==> config.mk <==
export PLATFORM = sky130hd
export DESIGN_NAME = netwalk_tcam_programmer
export DESIGN_NICKNAME = d
export VERILOG_FILES = /design/src/rtl/netwalk_tcam_programmer.sv
export SDC_FILE = /design/constraint.sdc
export NUM_CORES = 2
export LEC_CHECK = 0
export BUFFER_PORTS_ARGS = -buffer_cell sky130_fd_sc_hd__buf_2
export CAP_MARGIN = 5
export CELL_PAD_IN_SITES_DETAIL_PLACEMENT = 1
export CELL_PAD_IN_SITES_GLOBAL_PLACEMENT = 2
export CORE_AREA = 8 8 562 564
export DETAILED_ROUTE_END_ITERATION = 8
export DIE_AREA = 0 0 570 572
export GPL_TIMING_DRIVEN = 0
export HOLD_SLACK_MARGIN = 0.12
export PLACE_DENSITY = 0.34
export SYNTH_ARGS = -nofsm -noshare
export SYNTH_HDL_FRONTEND = slang
export SYNTH_SLANG_ARGS = --single-unit
==> constraint.sdc <==
create_clock -name clk -period 4.3 [get_ports clk]
set_input_delay 0.215 -clock clk [delete_from_list [all_inputs] [get_ports clk]]
set_output_delay 0.215 -clock clk [all_outputs]
set_load 0.05 [all_outputs]
==> src/rtl/netwalk_tcam_programmer.sv <==
// Control-plane programmer for one TCAM unit: add/delete/flush commands in,
// program/delete strobes out, one status response per command.
module netwalk_tcam_programmer #(
    parameter int DPL_MATCH_FIELD_WIDTH = 356,
    parameter int TCAM_ADDR_WIDTH       = 6,
    parameter int PROG_CYCLES           = 2
) (
    input  logic                             clk,
    input  logic                             reset,
    input  logic                             cmd_valid,
    output logic                             cmd_ready,
    input  logic [1:0]                       cmd_op,
    input  logic [TCAM_ADDR_WIDTH-1:0]       cmd_addr,
    input  logic [DPL_MATCH_FIELD_WIDTH-1:0] cmd_data,
    input  logic [DPL_MATCH_FIELD_WIDTH-1:0] cmd_mask,
    output logic                             rsp_valid,
    output logic [1:0]                       rsp_status,
    output logic [TCAM_ADDR_WIDTH-1:0]       rsp_addr,
    output logic [DPL_MATCH_FIELD_WIDTH-1:0] tcam_program_data,
    output logic [DPL_MATCH_FIELD_WIDTH-1:0] tcam_program_mask,
    output logic [TCAM_ADDR_WIDTH-1:0]       tcam_program_addr,
    output logic                             tcam_program_enable,
    output logic                             tcam_delete_enable,
    output logic                             tcam_unit_sel,
    output logic [TCAM_ADDR_WIDTH:0]         entry_count,
    output logic                             tcam_full
);
    localparam int DEPTH = 2 ** TCAM_ADDR_WIDTH;
    localparam int CW    = (PROG_CYCLES > 1) ? $clog2(PROG_CYCLES) : 1;
    localparam logic [CW-1:0]              CNT_LAST  = CW'(PROG_CYCLES - 1);
    localparam logic [TCAM_ADDR_WIDTH:0]   DEPTH_CNT = (TCAM_ADDR_WIDTH + 1)'(DEPTH);
    localparam logic [TCAM_ADDR_WIDTH-1:0] ADDR_LAST = '1;

    localparam logic [1:0] OP_ADD_AUTO = 2'b00;
    localparam logic [1:0] OP_ADD_AT   = 2'b01;
    localparam logic [1:0] OP_DELETE   = 2'b10;

    localparam logic [1:0] ST_OK        = 2'b00;
    localparam logic [1:0] ST_REPLACED  = 2'b01;
    localparam logic [1:0] ST_FULL      = 2'b10;
    localparam logic [1:0] ST_NOT_FOUND = 2'b11;

    typedef enum logic [1:0] {IDLE, PROG, FLUSH, RESP} state_t;

    state_t                           state_reg;
    logic                             cmd_ready_reg;
    logic [CW-1:0]                    cnt_reg;
    logic                             del_reg;
    logic                             replaced_reg;
    logic [DEPTH-1:0]                 bitmap_reg;
    logic [TCAM_ADDR_WIDTH:0]         count_reg;
    logic [TCAM_ADDR_WIDTH-1:0]       prog_addr_reg;
    logic [DPL_MATCH_FIELD_WIDTH-1:0] prog_data_reg;
    logic [DPL_MATCH_FIELD_WIDTH-1:0] prog_mask_reg;
    logic                             prog_en_reg;
    logic                             del_en_reg;
    logic                             rsp_valid_reg;
    logic [1:0]                       rsp_status_reg;
    logic [TCAM_ADDR_WIDTH-1:0]       rsp_addr_reg;

    logic [TCAM_ADDR_WIDTH-1:0]       free_idx;
    logic [TCAM_ADDR_WIDTH-1:0]       flush_addr_next;

    // Descending scan so the last hit wins: lowest clear bit of the bitmap.
    always_comb begin
        free_idx = '0;
        for (int i = DEPTH - 1; i >= 0; i--) begin
            if (!bitmap_reg[i]) free_idx = TCAM_ADDR_WIDTH'(i);
        end
    end

    assign flush_addr_next = prog_addr_reg + 1'b1;

    always_ff @(posedge clk) begin
        if (reset) begin
            state_reg      <= IDLE;
            cmd_ready_reg  <= 1'b0;
            cnt_reg        <= '0;
            del_reg        <= 1'b0;
            replaced_reg   <= 1'b0;
            bitmap_reg     <= '0;
            count_reg      <= '0;
            prog_addr_reg  <= '0;
            prog_data_reg  <= '0;
            prog_mask_reg  <= '0;
            prog_en_reg    <= 1'b0;
            del_en_reg     <= 1'b0;
            rsp_valid_reg  <= 1'b0;
            rsp_status_reg <= ST_OK;
            rsp_addr_reg   <= '0;
        end else begin
            rsp_valid_reg  <= 1'b0;
            rsp_status_reg <= ST_OK;
            rsp_addr_reg   <= '0;
            case (state_reg)
                IDLE: begin
                    cmd_ready_reg <= 1'b1;
                    if (cmd_valid && cmd_ready_reg) begin
                        cmd_ready_reg <= 1'b0;
                        cnt_reg       <= '0;
                        del_reg       <= 1'b0;
                        replaced_reg  <= 1'b0;
                        case (cmd_op)
                            OP_ADD_AUTO: begin
                                if (count_reg == DEPTH_CNT) begin
                                    state_reg      <= RESP;
                                    rsp_valid_reg  <= 1'b1;
                                    rsp_status_reg <= ST_FULL;
                                end else begin
                                    state_reg     <= PROG;
                                    prog_addr_reg <= free_idx;
                                    prog_data_reg <= cmd_data;
                                    prog_mask_reg <= cmd_mask;
                                    prog_en_reg   <= 1'b1;
                                end
                            end
                            OP_ADD_AT: begin
                                state_reg     <= PROG;
                                prog_addr_reg <= cmd_addr;
                                prog_data_reg <= cmd_data;
                                prog_mask_reg <= cmd_mask;
                                prog_en_reg   <= 1'b1;
                                replaced_reg  <= bitmap_reg[cmd_addr];
                            end
                            OP_DELETE: begin
                                if (!bitmap_reg[cmd_addr]) begin
                                    state_reg      <= RESP;
                                    rsp_valid_reg  <= 1'b1;
                                    rsp_status_reg <= ST_NOT_FOUND;
                                    rsp_addr_reg   <= cmd_addr;
                                end else begin
                                    state_reg     <= PROG;
                                    prog_addr_reg <= cmd_addr;
                                    prog_data_reg <= '0;
                                    prog_mask_reg <= '0;
                                    prog_en_reg   <= 1'b1;
                                    del_en_reg    <= 1'b1;
                                    del_reg       <= 1'b1;
                                end
                            end
                            default: begin
                                // Flush slot 0 starts immediately; strobes only for valid entries.
                                state_reg     <= FLUSH;
                                prog_addr_reg <= '0;
                                prog_data_reg <= '0;
                                prog_mask_reg <= '0;
                                prog_en_reg   <= bitmap_reg[0];
                                del_en_reg    <= bitmap_reg[0];
                            end
                        endcase
                    end
                end
                PROG: begin
                    if (cnt_reg == CNT_LAST) begin
                        state_reg      <= RESP;
                        prog_en_reg    <= 1'b0;
                        del_en_reg     <= 1'b0;
                        prog_addr_reg  <= '0;
                        prog_data_reg  <= '0;
                        prog_mask_reg  <= '0;
                        rsp_valid_reg  <= 1'b1;
                        rsp_addr_reg   <= prog_addr_reg;
                        rsp_status_reg <= replaced_reg ? ST_REPLACED : ST_OK;
                        if (del_reg) begin
                            bitmap_reg[prog_addr_reg] <= 1'b0;
                            if (count_reg != '0) count_reg <= count_reg - 1'b1;
                        end else begin
                            bitmap_reg[prog_addr_reg] <= 1'b1;
                            if (!replaced_reg && count_reg != DEPTH_CNT)
                                count_reg <= count_reg + 1'b1;
                        end
                    end else begin
                        cnt_reg <= cnt_reg + 1'b1;
                    end
                end
                FLUSH: begin
                    if (cnt_reg == CNT_LAST) begin
                        cnt_reg <= '0;
                        if (prog_addr_reg == ADDR_LAST) begin
                            state_reg     <= RESP;
                            prog_en_reg   <= 1'b0;
                            del_en_reg    <= 1'b0;
                            prog_addr_reg <= '0;
                            bitmap_reg    <= '0;
                            count_reg     <= '0;
                            rsp_valid_reg <= 1'b1;
                        end else begin
                            prog_addr_reg <= flush_addr_next;
                            prog_en_reg   <= bitmap_reg[flush_addr_next];
                            del_en_reg    <= bitmap_reg[flush_addr_next];
                        end
                    end else begin
                        cnt_reg <= cnt_reg + 1'b1;
                    end
                end
                default: begin
                    state_reg     <= IDLE;
                    cmd_ready_reg <= 1'b1;
                end
            endcase
        end
    end

    assign cmd_ready           = cmd_ready_reg;
    assign rsp_valid           = rsp_valid_reg;
    assign rsp_status          = rsp_status_reg;
    assign rsp_addr            = rsp_addr_reg;
    assign tcam_program_data   = prog_data_reg;
    assign tcam_program_mask   = prog_mask_reg;
    assign tcam_program_addr   = prog_addr_reg;
    assign tcam_program_enable = prog_en_reg;
    assign tcam_delete_enable  = del_en_reg;
    assign tcam_unit_sel       = prog_en_reg | del_en_reg;
    assign entry_count         = count_reg;
    assign tcam_full           = (count_reg == DEPTH_CNT);

endmodule
==> results.cfg <==
[layout]
fin_util_pct = 18.41
multiInputGateArea_mm2 = 0.01060
regArea_mm2 = 0.01614
drive_gt1_share_pct = 35.63
num-nets-final = 5884
finalInstanceArea_mm2 = 0.05652
syn_to_final_growth_pct = 96.19
fillers = 35690

[clocking]
cts_tree = yes
clk_latency_ps = 860
cts_max_level = 3
cts_buffers = 120
clockBufferDepth = 4
post_cts_buffers = 0
cts_root_buf = clkbuf_16
clkTransAtPathRegs_ps = 60
cts.sinks = 806

[flow_run]
max_cap_viol_count = 0

[worst_setup_path]
required_ps = 4990
cp-start-kind = register
critPathCaptureType = register
cp.arrival_ps = 4900
critPathMaxFanout = 8
path_class = reg2reg

[synth]
ys_top_cells_by_count = 806 x dfxtp_1, 712 x a22o_1, 169 x a21oi_1, 152 x buf_6, 124 x nand2_1
synthTopCellsByArea = dfxtp_1 56%, a22o_1 22%, buf_6 5.9%, a21oi_1 2.9%, nand2_1 1.6%
yosysTopAreaCell = dfxtp_1
synth_edf_count = 0
postSynthAreaPerCell_um2 = 11.67
syn_inst = 2469
synth_compound_area_share_pct = 28.18
synth-seq-cells = 806
synthXorXnorAreaFrac_pct = 0.2736
synth_ff_type = dfxtp_1
yosysWarnings = 0
ys_seq_area_share_pct = 56.01
yosys.area_share.adder_pct = 0.7210
ys_async_sr_fraction_pct = 0
yosysMostFrequentCell = dfxtp_1
ys_types = 67
yosys.area_share.simple_pct = 4.773
synth_area_mm2 = 0.02881
synth_top_family_by_area = compound AO/OA/AOI/OAI gates
synth_top_area_share_pct = 56.01
synthMuxAreaShare_pct = 2.693
syn-num-nets = 3208

[floorplanning]
initial_utilization_pct = 9.382
io_pins = 1462
rows = 204
die_area_mm2 = 0.3260
die_w_um = 570
die_y_um = 572
core_area_mm2 = 0.3071

[run_status]
status = finished clean

[timing]
finClkSkew_ps = 65.10
max_freq_mhz = 237.7
setup_viol = 0
fin_crit_sh_pct = 97.85
drv_slew = 0
setup_tns_ps = 0
relSlewSlack_pct = 9.941
min_period_ps = 4207
rsz0062_at_grt = yes
hold_viol = 0
worst_slew_pin_slew_ps = 1341

[global_routing]
grt_first_pass_wirelength_mm = 381.1
grt-ovfl-total = 0
grt_use_total_pct = 17.56
antenna_found_initial = 125
first_global_vias = 35110
grt_max_degree = 19

[detailed_routing]
vias_per_cell = 3.552
ant_nets = 0
finalWirelength_mm = 302.6
drt_first_pass_iters = 5
vias = 33460
first_iter_violations = 1882
wl_per_cell_um = 32.12
drc = 0

[place]
gp_congestion = 0.8710
place.port_buffers = 1461
dpl_cell_area_mm2 = 0.04145
hpwl_mm = 255.1

[hold_path]
hold_path.class = in2reg

[pwr]
power_density_mw_per_mm2 = 485.0
ir_drop_mv = 0.2996
p_leak_nw = 24.68
-- timing repair --
item	CTS	global route
hold buffers	1084	0
gates resized for setup	0	4
hold endpoints to repair	728	0
endpoints found under the setup margin	0	14
-- metal layers --
layer  wire (µm)  vias to the layer above  global-route usage [%]
li1            -                    14890                       -
met1      123200                    16880                   20.69
met2      147400                     1325                   30.65
met3       23540                      344                   5.944
met4        8281                       28                   4.213
met5         184                        -                       0
-- final timing paths --
| check | from | to | slack [ps] | cells after the start |
|---|---|---|---|---|
| setup / recovery | tcam_program_addr[2] | tcam_delete_enable | 90 | 9 |
| setup reg to reg | tcam_program_addr[2] | tcam_delete_enable | 90 | 9 |
| hold reg to reg | tcam_program_data[18] | tcam_program_data[18] | 470 | 1 |
| hold / removal | cmd_data[200] | tcam_program_data[200] | 190 | 3 |
-- layout make-up --
type	instances	share of cell area (%)
repair buffers	2554	32.37
flip-flops and latches	806	28.55
multi-input cells	1412	18.76
well taps	4120	9.121
clock buffers	174	6.168
plain buffers	223	3.582
clock inverters	37	0.9741
diodes	67	0.2967
inverters	28	0.1860
-- critical path: stages (launching register included) --
cell	delay, ps
dfxtp_1	340
clkbuf_1	390
nand3_1	220
xnor2_1	1010
mux4_2	680
mux2_2	300
nand2_1	70
o21ai_1	140
o311a_1	390
dlygate4sd3_1	550
-- cells in the final DEF, fill, tap and decap left out, types with 4 or more instances in the layout --
cell	count
dfxtp_1	806
nand3_1	26
a31oi_1	15
o21ai_1	4
nor2_2	4
ha_1	15
nand2b_1	5
bufinv_16	11
inv_1	28
xnor2_1	6
buf_2	1479
o21ai_0	87
a22oi_1	9
o31ai_1	7
diode_2	67
and4_1	6
dlygate4sd3_1	1084
nand4_1	18
nand2_1	124
mux4_2	20
clkbuf_8	28
clkbuf_1	73
nor2_1	40
clkinvlp_4	4
clkinv_4	4
buf_8	8
a211oi_1	8
or3_1	7
a21oi_1	169
buf_6	153
clkinv_2	15
a22o_1	712
nor2b_1	17
mux2i_1	28
clkbuf_16	120
a21o_1	6
o211ai_1	7
and3_1	4
nor3_1	11
-- cells by family after synthesis --
family | count (synthesis)
mux | 52
xor+xnor | 9
compound gates | 1049
simple gates | 286
buf+inv | 251
flops | 806
fa+ha+maj | 16
-- where the power goes --
part	internal (W)	switching [W]	total (W)
Combinational	0.00263	0.00602	0.00865
Clock	0.00625	0.00416	0.0104
Sequential	0.00796	0.000396	0.00836
Total	0.0168	0.0106	0.0274
-- per-stage QoR --
| step | worst slack (ps) | hold WS [ps] | total power [W] | instances |
|---|---|---|---|---|
| after floorplan | 1260 | 340.5 | 0.01280 | 2469 |
| after global placement | -1388 | 426.1 | 0.01637 | 8050 |
| after detailed placement | 92.07 | 428.4 | 0.01640 | 8059 |
| after CTS | 95.98 | 120.3 | 0.02806 | 9354 |
| after global routing | -23.91 | 145.8 | 0.02860 | 9395 |
| final | 92.57 | 191.8 | 0.02741 | 9421 |
(Power assumes the default switching activity.)
